**src/rtl/pwm_pkg.sv**
```systemverilog
// pwm_pkg: shared word width, word typedef and channel-index width helper for the PWM blocks.
package pwm_pkg;
  localparam int CNT_W_DEF = 16;
  typedef logic [CNT_W_DEF-1:0] pwm_word_t;
  function automatic int ch_idx_w(input int n);
    return (n > 1) ? $clog2(n) : 1;
  endfunction
endpackage

```
**src/rtl/pwm_deadband.sv**
```systemverilog
// pwm_deadband: splits one raw PWM into a complementary pair with dead time on every raw edge.
// Present only when PWM_DEADTIME_EN is defined.
`ifdef PWM_DEADTIME_EN
module pwm_deadband #(
  parameter int DT_W = 8
) (
  input  logic            clk,
  input  logic            rst_n,
  input  logic            i_act,
  input  logic            i_raw,
  input  logic [DT_W-1:0] i_dead_time,
  output logic            o_p,
  output logic            o_n
);
  logic            r_last, r_p, r_n;
  logic [DT_W-1:0] r_dcnt;
  logic            w_edge, w_dead;
  assign w_edge = i_raw != r_last;
  // The edge cycle itself is the first dead cycle, so the counter holds the remaining dead_time-1.
  assign w_dead = w_edge ? (i_dead_time != '0) : (r_dcnt != '0);
  always_ff @(posedge clk or negedge rst_n) begin
    if (!rst_n) begin
      r_last <= 1'b0;
      r_dcnt <= '0;
      r_p    <= 1'b0;
      r_n    <= 1'b0;
    end else if (!i_act) begin
      r_last <= 1'b0;
      r_dcnt <= '0;
      r_p    <= 1'b0;
      r_n    <= 1'b0;
    end else begin
      r_last <= i_raw;
      r_dcnt <= w_edge ? ((i_dead_time == '0) ? '0 : i_dead_time - 1'b1) :
                         ((r_dcnt == '0) ? '0 : r_dcnt - 1'b1);
      r_p    <= i_raw & ~w_dead;
      r_n    <= ~i_raw & ~w_dead;
    end
  end
  assign o_p = r_p;
  assign o_n = r_n;
endmodule
`endif

```
**src/rtl/pwm_multi.sv**
```systemverilog
// pwm_multi: NUM_CH edge-aligned PWM outputs on one shared period counter, double-buffered period/duty.
// Define PWM_DEADTIME_EN to generate complementary outputs with dead-time insertion.
module pwm_multi
  import pwm_pkg::*;
#(
  parameter int NUM_CH     = 4,
  parameter int CNT_W      = CNT_W_DEF,
  parameter int DEF_PERIOD = 1000,
  parameter int DT_W       = 8
) (
  input  logic                        clk,
  input  logic                        rst_n,
  input  logic                        en,
  input  logic                        period_wr,
  input  logic [CNT_W-1:0]            period_in,
  input  logic                        duty_wr,
  input  logic [ch_idx_w(NUM_CH)-1:0] duty_ch,
  input  logic [CNT_W-1:0]            duty_in,
  input  logic [DT_W-1:0]             dead_time,
  output logic [NUM_CH-1:0]           pwm_out,
  output logic [NUM_CH-1:0]           pwm_out_n,
  output logic                        period_tick
);
  logic [CNT_W-1:0]  r_cnt, r_per_act, r_per_pend;
  logic [CNT_W-1:0]  r_duty_act  [NUM_CH];
  logic [CNT_W-1:0]  r_duty_pend [NUM_CH];
  logic              r_tick;
  logic              w_run, w_wrap, w_load;
  logic [NUM_CH-1:0] w_pwm_d;
  assign w_run  = en && (r_per_act != '0);
  assign w_wrap = w_run && (r_cnt == r_per_act - 1'b1);
  // While idle, active keeps tracking pending so a restart uses the newest values.
  assign w_load = !w_run || w_wrap;
  always_comb begin
    w_pwm_d = '0;
    for (int i = 0; i < NUM_CH; i++) w_pwm_d[i] = w_run && (r_cnt < r_duty_act[i]);
  end
  always_ff @(posedge clk or negedge rst_n) begin
    if (!rst_n) begin
      r_cnt       <= '0;
      r_per_act   <= CNT_W'(DEF_PERIOD);
      r_per_pend  <= CNT_W'(DEF_PERIOD);
      r_duty_act  <= '{default: '0};
      r_duty_pend <= '{default: '0};
      r_tick      <= 1'b0;
    end else begin
      r_cnt  <= w_load ? '0 : r_cnt + 1'b1;
      r_tick <= w_wrap;
      if (w_load) begin
        r_per_act  <= r_per_pend;
        r_duty_act <= r_duty_pend;
      end
      if (period_wr) r_per_pend <= period_in;
      if (duty_wr && (32'(duty_ch) < NUM_CH)) r_duty_pend[duty_ch] <= duty_in;
    end
  end
  assign period_tick = r_tick;
`ifdef PWM_DEADTIME_EN
  for (genvar g = 0; g < NUM_CH; g++) begin : g_db
    pwm_deadband #(.DT_W(DT_W)) u_db (
      .clk         (clk),
      .rst_n       (rst_n),
      .i_act       (w_run),
      .i_raw       (w_pwm_d[g]),
      .i_dead_time (dead_time),
      .o_p         (pwm_out[g]),
      .o_n         (pwm_out_n[g])
    );
  end
`else
  logic [NUM_CH-1:0] r_pwm;
  logic              w_unused_dt;
  assign w_unused_dt = ^dead_time;
  always_ff @(posedge clk or negedge rst_n) begin
    if (!rst_n) r_pwm <= '0;
    else        r_pwm <= w_pwm_d;
  end
  assign pwm_out   = r_pwm;
  assign pwm_out_n = '0;
`endif
endmodule
```
**config.mk**
```make
export PLATFORM = sky130hd
export DESIGN_NAME = pwm_multi
export DESIGN_NICKNAME = d
export VERILOG_FILES = /design/src/rtl/pwm_pkg.sv /design/src/rtl/pwm_deadband.sv /design/src/rtl/pwm_multi.sv
export SDC_FILE = /design/constraint.sdc
export NUM_CORES = 1
export LEC_CHECK = 0
export CAP_MARGIN = 5
export CORE_ASPECT_RATIO = 1.5
export CORE_UTILIZATION = 31
export CTS_CLUSTER_DIAMETER = 30
export DETAILED_ROUTE_END_ITERATION = 7
export PLACE_DENSITY_LB_ADDON = 0.3
export SLEW_MARGIN = 20
export SYNTH_ARGS = -nofsm -noshare
export SYNTH_HDL_FRONTEND = slang
export SYNTH_HIERARCHICAL = 1
export SYNTH_SLANG_ARGS = --single-unit
```
**constraint.sdc**
```tcl
create_clock -name clk -period 4.9 [get_ports clk]
set_input_delay 0.49 -clock clk [delete_from_list [all_inputs] [get_ports clk]]
set_output_delay 0.49 -clock clk [all_outputs]
set_load 0.005 [all_outputs]
```
### Yosys cells after proc, flatten, opt, wreduce, memory -nomap -nowiden

Cells that the tools add are included.

| word-level totals | value |
|---|---|
| register bits | 181 |
| memory bits (read-only) | 0 |
| output and inout port bits | 9 |
| RAM bits | 0 |
| word-level logic and storage cells | 37 |
| memories | 0 |
| bits in latches | 0 |

| cells by class | value |
|---|---|
| muxes and demuxes | 4 |
| add/subtract/negate cells | 2 |
| reductions and logical operators | 10 |
| shift-type cells | 0 |
| bitwise logic cells | 1 |
| multiply operators | 0 |
| equality and inequality tests | 1 |
| divide/modulo/power cells | 0 |
| magnitude comparators | 6 |

Operators by type and width:

| operator | count |
|---|---|
| 64-bit bitwise mux | 1 |
| 16-bit < comparator | 4 |
| 16-bit demux with 2-bit select | 1 |
| 16-bit two-way mux | 2 |
| 16-bit by 1-bit adder with 16-bit output, second input constant | 1 |
| 16-bit == test | 1 |
| 16-bit nonzero test | 1 |
| 16-bit by 1-bit subtractor with 16-bit output, second input constant | 1 |
| 1-bit logical AND | 7 |
| 3-bit >= comparator, second input constant | 1 |
| 3-bit by 1-bit < comparator with 1-bit output, second input constant | 1 |
| 2-bit NOT with 3-bit output | 1 |
| 1-bit zero test | 1 |
| 1-bit logical OR | 1 |

### Logic depth before layout (Yosys ltp)

| depth | value |
|---|---|
| depth in word-level cells | 6 |
| gate-level depth with buffers | 12 |
| depth with buffers taken out | 9 |

### Worst setup path after synthesis

No wires, ideal clock.

| timing | value |
|---|---|
| kind | register to register |
| start | reg r_per_act[0] |
| end | reg r_duty_act[16] (netlist name) |
| path buffers | 2 |
| arrival time | 2.920 ns |
| stages on the path, launching flop included | 11 |
| setup slack | 1.852 ns |
| clock period less this slack | 3.048 ns |
| data required time | 4.773 ns |
| cells stage by stage | dfrtp_1 -> inv_1 -> ha_1 -> or3b_4 -> or4_1 -> a222oi_1 -> nand3_1 -> o31ai_4 -> buf_6 -> buf_6 -> mux2_1 |

| between the ends | value |
|---|---|
| word-level cells in the longest chain between the ends | 4 |
| elaborated cells between the ends (all ways) | 7 |
| those cells by class | add/sub (1); eq/ne (1); reduce/logical (5) |

RTL lines:

| element | line | source |
|---|---|---|
| start, declared | pwm_multi.sv:24 | `logic [CNT_W-1:0] r_cnt, r_per_act, r_per_pend;` |
| start signal, assigned | pwm_multi.sv:41 | `r_per_act <= CNT_W'(DEF_PERIOD);` |
| start signal, assigned | pwm_multi.sv:50 | `r_per_act <= r_per_pend;` |
| 16-bit by 1-bit subtractor with 16-bit output / 16-bit nonzero test (equally long branches) | pwm_multi.sv:31, pwm_multi.sv:30 |  |
| 16-bit == test / 1-bit logical AND (equally long branches) | pwm_multi.sv:31, pwm_multi.sv:30 |  |
| 1-bit logical AND / 1-bit zero test (equally long branches) | pwm_multi.sv:31, pwm_multi.sv:33 |  |
| 1-bit logical OR (*) | pwm_multi.sv:33 | `assign w_load = !w_run \|\| w_wrap;` |
| end signal, assigned | pwm_multi.sv:51 | `r_duty_act <= r_duty_pend;` |
| end, declared | pwm_multi.sv:25 | `logic [CNT_W-1:0] r_duty_act [NUM_CH];` |

Every way passes the cells marked *; elsewhere a longest branch is shown, timed or not.
A chain may end at the register's enable or synchronous reset.

### Final worst setup path

| timing | value |
|---|---|
| start | reg r_per_act[0] |
| end | reg r_duty_act[2] (netlist name) |

Same word-level chain as after synthesis.

==> impl_metrics.json <==
{
  "synth_seq_area_share": 0.499,
  "cts_tree": "done",
  "synth-compound-area-share": 0.0638,
  "ctsHoldBuffers": 0,
  "final_cell_mix": "169 x dfrtp_1, 126 x mux2_2, 67 x inv_1",
  "cts_buffers": 17,
  "async_flop_share": 1.00,
  "cts_setup_buffers": 0,
  "drt-initial-drc-count": 201,
  "die_x_um": 142,
  "cts_buffer_depth": 2,
  "die_area_um2": 30100,
  "first_pass_iters": 4,
  "status": "finished, final reports clean",
  "totalWireLength_um": 18800,
  "fill_cells": 2810,
  "final_common_cell": "dfrtp_1",
  "cts_sinks": 181,
  "yosys_warnings": 6,
  "finalCriticalPeriod_ns": 3.61,
  "antenna_found_initial": 0,
  "cp.required_ns": 5.22,
  "synth-edff-count": 0,
  "slew-limit-headroom": 0.408,
  "diodes": 0,
  "postLayoutSetupSlackWorst_ns": 1.29,
  "slew_viol_final": 0,
  "dp_slack_ns": 1.37,
  "synth_top_family_by_area": "multiplexers",
  "clk_latency_ns": 0.44,
  "critical_path.max_fanout": 79,
  "gp_congestion": 0.814,
  "syn_to_final_growth_pct": 15.4,
  "min_path_type": "input port to async pin",
  "power_mw": 3.95,
  "powerDensity_nw_per_um2": 376,
  "yosys.area_share.simple": 0.0714,
  "finalSetupViolCount": 0,
  "io_buffers": 43,
  "ys_types": 60,
  "max_freq_mhz": 277,
  "worstSetupStartpoint": "r_per_act[0]",
  "maxCapViolCount": 0,
  "finalHoldViolCount": 0,
  "r2r_setup_slack_ns": 1.29,
  "r2r-end": "r_duty_act[2]",
  "p_leak_nw": 4.78,
  "coreArea_um2": 28800,
  "whs_ns": 0.0808,
  "clkSlewWorstSetupHoldPaths_ns": 0.07,
  "drc": 0,
  "avgSynthCellArea_um2": 12.4,
  "finalClockSkew_ns": 0.0104,
  "r2r_cells": 9,
  "cts_max_level": 4,
  "wl_per_cell_um": 15.9,
  "path_class": "register to register",
  "grt-ovfl-total": 0,
  "regArea_um2": 4540,
  "endpoint_kind": "register",
  "grt_usage": 0.137,
  "hpwl_um": 13100,
  "multi_input_area_um2": 4150,
  "period_share": 0.737,
  "grt_pass1_vias": 5729,
  "syn-cell-area_um2": 9110,
  "cp-endpoint": "r_duty_act[2]",
  "synth_seq_cells": 181,
  "cp-start-kind": "register",
  "cts_root_buf": "clkbuf_16",
  "avgViaCountPerCell": 4.73,
  "die_h_um": 212,
  "synth_ff_type": "dfrtp_1",
  "cp.arrival_ns": 3.93,
  "ant_nets": 0,
  "grt_pass1_wl_um": 31200,
  "cts_resized": 0,
  "initial_utilization": 0.316,
  "drive_gt1_frac": 0.247,
  "worstMarginPinSlew_ns": 0.886,
  "reg2reg_from": "r_per_act[0]",
  "muxShareOfSynthArea": 0.200,
  "setup_tns_ns": 0,
  "vias": 5591,
  "nets": 888,
  "grt_max_degree": 99,
  "std_cell_rows": 76,
  "syn_inst": 733,
  "synth-xor-area-share": 0.0308,
  "synthAdderAreaFrac": 0.0865,
  "ir_drop_mv": 0.177,
  "io_pins": 56,
  "rsz0062_at_grt": "false"
}
-- worst min path at each step --
| stage | endpoint | slack [ns] | cells after the start |
|---|---|---|---|
| finish | r_duty_pend[20] | 0.08 | 1 |
| CTS | r_duty_pend[20] | 0.11 | 1 |
| floorplan | period_tick | 0.19 | 0 |
| global route | r_duty_pend[20] | 0.15 | 1 |
| detailed placement | r_duty_act[25] | 0.47 | 1 |
| global placement | r_duty_act[16] | 0.47 | 1 |
-- where the power goes --
part | leakage, nW | internal (mW) | switching, mW
logic | 2.34 | 0.373 | 0.303
clock network | 0.278 | 0.752 | 0.585
registers | 2.16 | 1.77 | 0.169
total | 4.78 | 2.89 | 1.06
-- per-layer routing --
layer / wire (µm) / track usage
met5: 0 / 0
met4: 380 / 0.0582
met3: 555 / 0.0241
met2: 9900 / 0.245
met1: 7990 / 0.158
-- metrics by stage --
stage          cell area [µm²]  cells  utilization
5_1_grt                  10500   1181        0.365
3_3_place_gp              9950   1149        0.345
6_report                 10500   1181        0.365
2_1_floorplan             9120    736            -
4_1_cts                  10500   1181        0.365
3_5_place_dp              9950   1149        0.345
-- layout make-up --
type,count,area share
clock buffers,20,0.0415
inverters,67,0.0239
repair buffers,51,0.0491
multi-input cells,460,0.394
clock inverters,12,0.0125
flip-flops and latches,181,0.432
well taps,390,0.0464
-- flip-flops by register name, indices dropped and copies added (netlist names) --
signal / cells
pwm_out: 4
r_duty_pend: 64
r_per_act: 16
r_per_pend: 16
r_cnt: 16
period_tick: 1
r_duty_act: 64
-- cell families after synthesis --
family	Yosys count
DFF	181
muxes	159
and+or+nand+nor	118
buffers and inverters	95
AOI/OAI and AO/OA	84
adders and majority gates	63
xor gates and xnor gates	32
other	1
-- Yosys cell counts (2+ instances only) --
master | number | area (µm²)
mux2_2 | 126 | 1420
clkbuf_1 | 11 | 41.3
nor3b_1 | 2 | 15.0
nand3_1 | 14 | 70.1
buf_6 | 4 | 45.0
nor2b_1 | 8 | 50.1
a21oi_1 | 19 | 95.1
mux2_4 | 10 | 150
buf_4 | 10 | 75.1
o21ai_0 | 14 | 70.1
a31oi_1 | 4 | 25.0
mux2_1 | 22 | 248
a32o_1 | 3 | 30.0
nand2b_1 | 4 | 25.0
dfrtp_1 | 169 | 4230
and3_1 | 3 | 18.8
nand4_1 | 11 | 68.8
or4_1 | 3 | 22.5
nor2_1 | 35 | 131
inv_1 | 67 | 251
nand3b_1 | 4 | 30.0
xor2_1 | 20 | 175
a41oi_1 | 2 | 17.5
o2111ai_1 | 3 | 26.3
or3_1 | 3 | 18.8
nand2_1 | 12 | 45.0
a211oi_1 | 5 | 37.5
ha_1 | 63 | 788
a21o_1 | 19 | 143
nor3_2 | 2 | 20.0
xnor2_1 | 12 | 105
o221ai_1 | 2 | 17.5
dfstp_2 | 12 | 315
nor4_1 | 5 | 31.3
nor3_1 | 5 | 25.0
-- critical path, cell delays in order (launching register included) --
cell	delay (ns)
dfrtp_1	0.47
inv_1	0.12
ha_1	0.24
nor3b_1	0.75
a21boi_0	0.20
nor4_1	0.39
nand3_1	0.19
o31ai_4	0.27
buf_12	0.42
mux2_2	0.39
No activity file was read; power rests on OpenSTA's default activity.
